### src/rtl/simple_pipe_chain_pkg.sv
// rtl/simple_pipe_chain_pkg.sv - shared constants and helpers for the elastic pipe chain
package simple_pipe_chain_pkg;

    localparam int STAT_W     = 16;
    localparam int DEF_WIDTH  = 8;
    localparam int DEF_DEPTH  = 4;
    localparam int DEF_INVERT = 1;

    // Bits needed to count 0..depth valid stages
    function automatic int occ_width(input int depth);
        return $clog2(depth + 1);
    endfunction

endpackage

### src/rtl/simple_pipe_stage.sv
// rtl/simple_pipe_stage.sv - one elastic valid/data register stage with advance logic
module simple_pipe_stage #(
    parameter int WIDTH = 8
) (
    input  logic             clk,
    input  logic             rst_n,
    input  logic             up_valid,
    input  logic [WIDTH-1:0] up_data,
    input  logic             down_free,
    output logic             valid,
    output logic [WIDTH-1:0] data,
    output logic             free
);

    // Free when empty or when the held beat leaves this cycle; this is what collapses bubbles
    assign free = ~valid | down_free;

    // Load from upstream whenever free; otherwise hold the stalled beat
    always_ff @(posedge clk or negedge rst_n) begin
        if (!rst_n) begin
            valid <= 1'b0;
            data  <= '0;
        end else if (free) begin
            valid <= up_valid;
            if (up_valid) begin
                data <= up_data;
            end
        end
    end

endmodule

### src/rtl/simple_pipe_chain.sv
// rtl/simple_pipe_chain.sv - front register feeding DEPTH elastic stages; stats counter under SIMPLE_PIPE_CHAIN_STATS_EN
module simple_pipe_chain
    import simple_pipe_chain_pkg::*;
#(
    parameter int WIDTH  = DEF_WIDTH,
    parameter int DEPTH  = DEF_DEPTH,
    parameter int INVERT = DEF_INVERT
) (
    input  logic                         tau2015_clk,
    input  logic                         tau2015_rst_n,
    input  logic [WIDTH-1:0]             inp1,
    input  logic [WIDTH-1:0]             inp2,
    input  logic                         in_valid,
    output logic                         in_ready,
    output logic [WIDTH-1:0]             out,
    output logic                         out_valid,
    input  logic                         out_ready,
    output logic [occ_width(DEPTH)-1:0]  occupancy,
    output logic [STAT_W-1:0]            stat_beats
);

    localparam int   OCC_W   = occ_width(DEPTH);
    localparam logic INV_BIT = (INVERT != 0);

    logic [WIDTH-1:0] front;
    logic [WIDTH-1:0] front_next;
    logic             accept;
    logic             consume;
    logic [OCC_W-1:0] occ;

    logic             up_valid    [DEPTH];
    logic [WIDTH-1:0] up_data     [DEPTH];
    logic             stage_valid [DEPTH];
    logic [WIDTH-1:0] stage_data  [DEPTH];
    logic             stage_free  [DEPTH+1];

    // The free chain ripples back from out_ready, so in_ready is combinational on it
    assign stage_free[DEPTH] = out_ready;
    assign in_ready          = stage_free[0];
    assign accept            = in_valid & in_ready;
    assign consume           = stage_valid[DEPTH-1] & out_ready;
    assign front_next        = (inp1 & inp2) & ~front;

    for (genvar k = 0; k < DEPTH; k++) begin : g_stage
        if (k == 0) begin : g_head
            assign up_valid[k] = in_valid;
            assign up_data[k]  = front_next;
        end else begin : g_link
            assign up_valid[k] = stage_valid[k-1];
            assign up_data[k]  = stage_data[k-1];
        end

        simple_pipe_stage #(.WIDTH(WIDTH)) u_stage (
            .clk       (tau2015_clk),
            .rst_n     (tau2015_rst_n),
            .up_valid  (up_valid[k]),
            .up_data   (up_data[k]),
            .down_free (stage_free[k+1]),
            .valid     (stage_valid[k]),
            .data      (stage_data[k]),
            .free      (stage_free[k])
        );
    end

    // Front register only moves on accepted beats, so idle cycles keep the mask
    always_ff @(posedge tau2015_clk or negedge tau2015_rst_n) begin
        if (!tau2015_rst_n) begin
            front <= '0;
        end else if (accept) begin
            front <= front_next;
        end
    end

    // Occupancy tracks accepted minus consumed beats
    always_ff @(posedge tau2015_clk or negedge tau2015_rst_n) begin
        if (!tau2015_rst_n) begin
            occ <= '0;
        end else begin
            case ({accept, consume})
                2'b10:   occ <= occ + 1'b1;
                2'b01:   occ <= occ - 1'b1;
                default: occ <= occ;
            endcase
        end
    end

    assign occupancy = occ;
    assign out       = stage_data[DEPTH-1] ^ {WIDTH{INV_BIT}};
    assign out_valid = stage_valid[DEPTH-1];

`ifdef SIMPLE_PIPE_CHAIN_STATS_EN
    logic [STAT_W-1:0] beats;

    // Saturating count of output transfers
    always_ff @(posedge tau2015_clk or negedge tau2015_rst_n) begin
        if (!tau2015_rst_n) begin
            beats <= '0;
        end else if (consume && (beats != {STAT_W{1'b1}})) begin
            beats <= beats + 1'b1;
        end
    end

    assign stat_beats = beats;
`else
    assign stat_beats = '0;
`endif

endmodule

### config.mk
export PLATFORM = sky130hd
export DESIGN_NAME = simple_pipe_chain
export DESIGN_NICKNAME = d
export VERILOG_FILES = /design/src/rtl/simple_pipe_chain_pkg.sv /design/src/rtl/simple_pipe_stage.sv /design/src/rtl/simple_pipe_chain.sv
export SDC_FILE = /design/constraint.sdc
export NUM_CORES = 1
export LEC_CHECK = 0
export CORE_MARGIN = 4
export CORE_UTILIZATION = 45
export DETAILED_ROUTE_END_ITERATION = 8
export GPL_TIMING_DRIVEN = 0
export PLACE_DENSITY = 0.8
export SYNTH_ARGS = -nofsm -noshare
export SYNTH_HDL_FRONTEND = slang
export SYNTH_SLANG_ARGS = --single-unit
### constraint.sdc
create_clock -name tau2015_clk -period 2.1 [get_ports tau2015_clk]
set_input_delay 0.315 -clock tau2015_clk [delete_from_list [all_inputs] [get_ports tau2015_clk]]
set_output_delay 0.315 -clock tau2015_clk [all_outputs]
set_load 0.02 [all_outputs]
* Word-level counts from Yosys, hierarchy flattened
Cells that the tools add are included.
Operators by class: add/sub/neg operators 2, multipliers 0, div/mod/pow operators 0, order comparisons 0, equality and inequality tests 2, shifts and indexed selects 0, muxes and demuxes 1, bitwise operators 14, reductions and logical operators 5
Operator list (number):
- $and A8 B8 Y8 | 2
- $not A8 Y8 | 2
- $reduce_and A2 Y1 | 4
- $pmux W3 S2 | 1
- $not A1 Y1 | 4
- $or A1 B1 Y1 | 4
- $add A3 B1 Y3 const B | 1
- $sub A3 B1 Y3 const B | 1
- $and A1 B1 Y1 | 2
- $eq A2 B1 Y1 const B | 1
- $eq A2 B2 Y1 const B | 1
- $reduce_bool A2 Y1 | 1
Storage, ports and cells: register bits after elaboration 47, latch bits 0, bits in writable memories 0, bits in read-only memories 0, input bits 20, output and inout port bits 29, memories kept 0

* Longest topological paths before layout
word-level depth 8, gate-level depth with buffers 8

* Modules after synthesis
A second synthesis with hierarchy kept.
Unflattened totals: cells, all modules 149, area, all modules 2242.2 µm²
By module, submodules not included:
- simple_pipe_stage | times used 4, cells an instance 20, area each 385.4 µm², seq. area each 225.2 µm²
- simple_pipe_chain | times used 1, cells an instance 69, area each 700.7 µm², seq. area each 275.3 µm²

* Worst setup path after synthesis
No wires, ideal clock.
path kind register to register, start point register g_stage[3].u_stage.valid, end point register occ[2] (netlist: occupancy[2]), data arrival time 1.936 ns, data required time 2.021 ns, slack 0.085 ns, stages on the path, launching flop included 9, period minus slack after synthesis 2.015 ns, cells stage by stage dfrtp_1 nand4b_4 o21ai_4 ha_1 inv_1 fa_1 xor2_1 nor2_1 xor2_1
On the way: word-level cells in the longest chain between the ends 8, elaborated cells on any way between the ends 11, those cells by class eq/ne (2); mux (1); bitwise (7); reduce/logical (1)
RTL lines:
- from (decl) | line simple_pipe_stage.sv:10 | output logic valid,
- from (signal assigned) | line simple_pipe_stage.sv:24 | valid <= up_valid;
- $not A1 Y1 | line simple_pipe_stage.sv:16 | assign free = ~valid | down_free;
- $or A1 B1 Y1 (4 in series) | line simple_pipe_stage.sv:16
- $and A1 B1 Y1 | line simple_pipe_chain.sv:40 | assign accept = in_valid & in_ready;
- $eq A2 B1 Y1 / $eq A2 B2 Y1 (equally long branches) | line simple_pipe_chain.sv:79 | case ({accept, consume})
- $pmux W3 S2 / $reduce_bool A2 Y1 (equally long branches)
- to (signal assigned) | line simple_pipe_chain.sv:80 | 2'b10: occ <= occ + 1'b1;
- to (signal assigned) | line simple_pipe_chain.sv:81 | 2'b01: occ <= occ - 1'b1;
- to (decl) | line simple_pipe_chain.sv:29 | logic [OCC_W-1:0] occ;
Parallel ways exist; a longest one is shown, timed or not. A chain may end at the register's enable or synchronous reset.

* Final worst setup path
start point input out_ready, end point register occ[2] (netlist: occupancy[2])
On the way: word-level cells in the longest chain between the ends 7, elaborated cells on any way between the ends 10, those cells by class eq/ne (2); mux (1); bitwise (6); reduce/logical (1)
RTL lines:
- from (decl) | line simple_pipe_chain.sv:17 | input logic out_ready,
- $or A1 B1 Y1 (4 in series) | line simple_pipe_stage.sv:16
- $and A1 B1 Y1 | line simple_pipe_chain.sv:40
- $eq A2 B1 Y1 / $eq A2 B2 Y1 (equally long branches) | line simple_pipe_chain.sv:79
- $pmux W3 S2 / $reduce_bool A2 Y1 (equally long branches)
Parallel ways exist; a longest one is shown, timed or not.

==> results.cfg <==
[timing]
maxSlewViolCount = 0
layout_min_cycle_time_ns = 2.01
finalWorstSetupSlack_ns = 0.0929
holdWs_ns = 0.133
grt_setup_unrepaired = false
clock-skew-final_ns = 0.000787
final_hold_viol_count = 0
layout_worst_path_cycle_share_pct = 95.6
setup_viol = 0
setup_tns_ns = 0
clock.fmax_ghz = 0.498
worstMarginPinSlew_ns = 0.829
maxSlewHeadroom_pct = 44.7

[route]
drc_errors = 0
dr_total_vias = 1047
vias_per_cell = 4.38
routedWlPerCell_um = 11.4
firstDrtPassIters = 4
drtIter0Drc = 11
finalWirelength_um = 2730
ant_nets = 0

[synth]
synthCells = 137
yosysUniqueCellTypes = 20
yosysTopAreaCell = dfrtp_1
ys.flop_type = dfrtp_1
ys_ff_latch = 39
ys_seq_area_share_pct = 56.1
synth.most_common_cell = dfrtp_1
syn-mean-instance-area_um2 = 12.7
ys_top_cells_by_area = dfrtp_1 56%, mux2_2 21%, buf_4 6.9%
synth_warnings = 0
ys_top_cells_by_count = 39 x dfrtp_1, 32 x mux2_2, 16 x buf_4, 13 x inv_1, 12 x nand2_1
synth_top_cell_area_share_pct = 56.1
async_flop_share_pct = 100
synth-edff-count = 0
netlist_area_mm2 = 0.00174

[outcome]
status = complete, no violations

[cts]
clkLatencyLatePin_ns = 0.28
cts_made_buffers = 5
cts_buffer_depth = 2
cts-htree-levels = 2
clkSinkCount = 39
clkSlewWorstSetupHoldPaths_ns = 0.06
cts_tree = done
ctsHoldBuffers = 0
cts-root-buf = clkbuf_8

[setup_path]
crit_required_ns = 2.30
crit_arrival_ns = 2.21
endpoint_kind = register
critical_path_class = in -> reg
start_kind = primary input
path_max_fanout = 4

[cells_and_area]
syn_to_final_growth_pct = 29.4
layout.cells.non_filler = 239
drive_above_1_share_pct = 31.4
nets = 214
antenna_cells = 0

[min_path]
hold_path.class = in -> async

[placement]
placed_cells = 232
gp_congestion = 0.702
place.port_buffers = 32
hpwl_um = 2200
place_ws_ns = -0.378

[global_routing]
grt_pass1_wl_um = 4670
grt_pass1_vias = 1073
grt_max_degree = 40
antenna_found_initial = 0
gr-total-overflow = 0
grt_use_total_pct = 12.1

[floorplan]
ios = 49
rows = 22
start_util_pct = 47.2
core_mm2 = 0.00369
die_h_um = 70.2
fp.dieW_um = 70.2
die-area_mm2 = 0.00492

[power_and_ir_drop]
power_density_mw_per_mm2 = 1030
p_leak_nw = 1.12
irDropWorstVdd_mv = 0.556
total_power_mw = 2.31

[job]
drv_cap = 0
## worst max-delay path, stage by stage
cell and delay (ns):
clkdlybuf4s50_1 0.43, nand4b_4 0.22, o21ai_4 0.19, ha_1 0.21
inv_1 0.06, fa_1 0.37, xor2_1 0.15, nor2_1 0.11
xor2_1 0.15
## cells by family (layout without fill, tap and decap cells)
| group | count (synthesis) | count (layout) | synth area share, % |
|---|---|---|---|
| other cells | 1 | 16 | 0.216 |
| buf+inv | 29 | 68 | 9.71 |
| mux | 32 | 32 | 20.7 |
| xor+xnor | 3 | 3 | 1.51 |
| fa+ha+maj | 2 | 2 | 1.87 |
| simple gates | 27 | 27 | 7.70 |
| compound gates | 4 | 4 | 2.16 |
| flops | 39 | 39 | 56.1 |
## what timing repair did
| action | in CTS | in global routing |
|---|---|---|
| gates resized for setup | 1 | 0 |
| buffers inserted | 1 | 0 |
| endpoints found under the setup margin | 2 | 0 |
## worst paths after layout
kind / from / endpoint / slack [ns] / cells past startpoint
setup / recovery: out_ready / occupancy[2]$_DFFE_PN0P_ / 0.09 / 9
hold / removal: tau2015_rst_n / front[0]$_DFFE_PN0P_ / 0.13 / 1
setup reg to reg: g_stage[3].u_stage.valid$_DFFE_PN0P_ / occupancy[2]$_DFFE_PN0P_ / 0.20 / 8
hold reg to reg: occupancy[2]$_DFFE_PN0P_ / occupancy[2]$_DFFE_PN0P_ / 0.49 / 1
max in group asynchronous: tau2015_rst_n / g_stage[1].u_stage.data[1]$_DFFE_PN0P_ / 1.45 / 1
min in group tau2015_clk: occupancy[2]$_DFFE_PN0P_ / occupancy[2]$_DFFE_PN0P_ / 0.49 / 1
## sequential cells by signal, indices dropped and copies added (netlist names)
register,count
g_stage.u_stage.data,24
occupancy,3
front,8
g_stage.u_stage.valid,4
## per-layer routing
layer	up-vias	routed length [um]	global-route usage, %
li1	517	-	-
met1	490	1130	13.9
met2	34	1360	19.9
met3	6	173	4.03
met4	0	63	6.38
met5	-	0	0
## layout by cell type (no fill, tap or decap)
cell type / netlist / routed
dfrtp_1: 39 / 39
mux2_2: 32 / 32
clkdlybuf4s50_1: 0 / 30
buf_4: 16 / 17
conb_1: 1 / 16
inv_1: 13 / 13
nand2_1: 12 / 12
nor2_1: 9 / 9
clkbuf_8: 0 / 5
nand2b_1: 2 / 2
xor2_1: 2 / 2
nand4b_4: 1 / 1
o21ai_4: 1 / 1
and2_1: 1 / 1
or2_2: 1 / 1
o21ai_0: 1 / 1
xnor2_1: 1 / 1
nand2_2: 1 / 1
o21ai_2: 1 / 1
o21bai_1: 1 / 1
fa_1: 1 / 1
ha_1: 1 / 1
clkbuf_1: 0 / 1
buf_2: 0 / 1
dlygate4sd2_1: 0 / 1
## per-stage QoR
step	area [um2]	utilization, %
floorplan	1800	-
global placement	2180	59.0
detailed placement	2170	58.9
CTS	2250	61.0
global route	2250	61.0
finish	2250	61.0
## area by class of cell
| type | count | area [um2] |
|---|---|---|
| fill | 327 | 1440 |
| buffer | 16 | 120 |
| sequential | 39 | 976 |
| multi-input combinational | 84 | 651 |
| clock buffer | 6 | 72.6 |
| tap | 48 | 60.1 |
| timing repair buffer | 33 | 322 |
| inverter | 13 | 48.8 |
## power by group
group,switching (mW),internal [mW]
Sequential,0.123,0.962
Clock,0.218,0.221
Combinational,0.359,0.424
No activity file was read; power rests on OpenSTA's default activity.
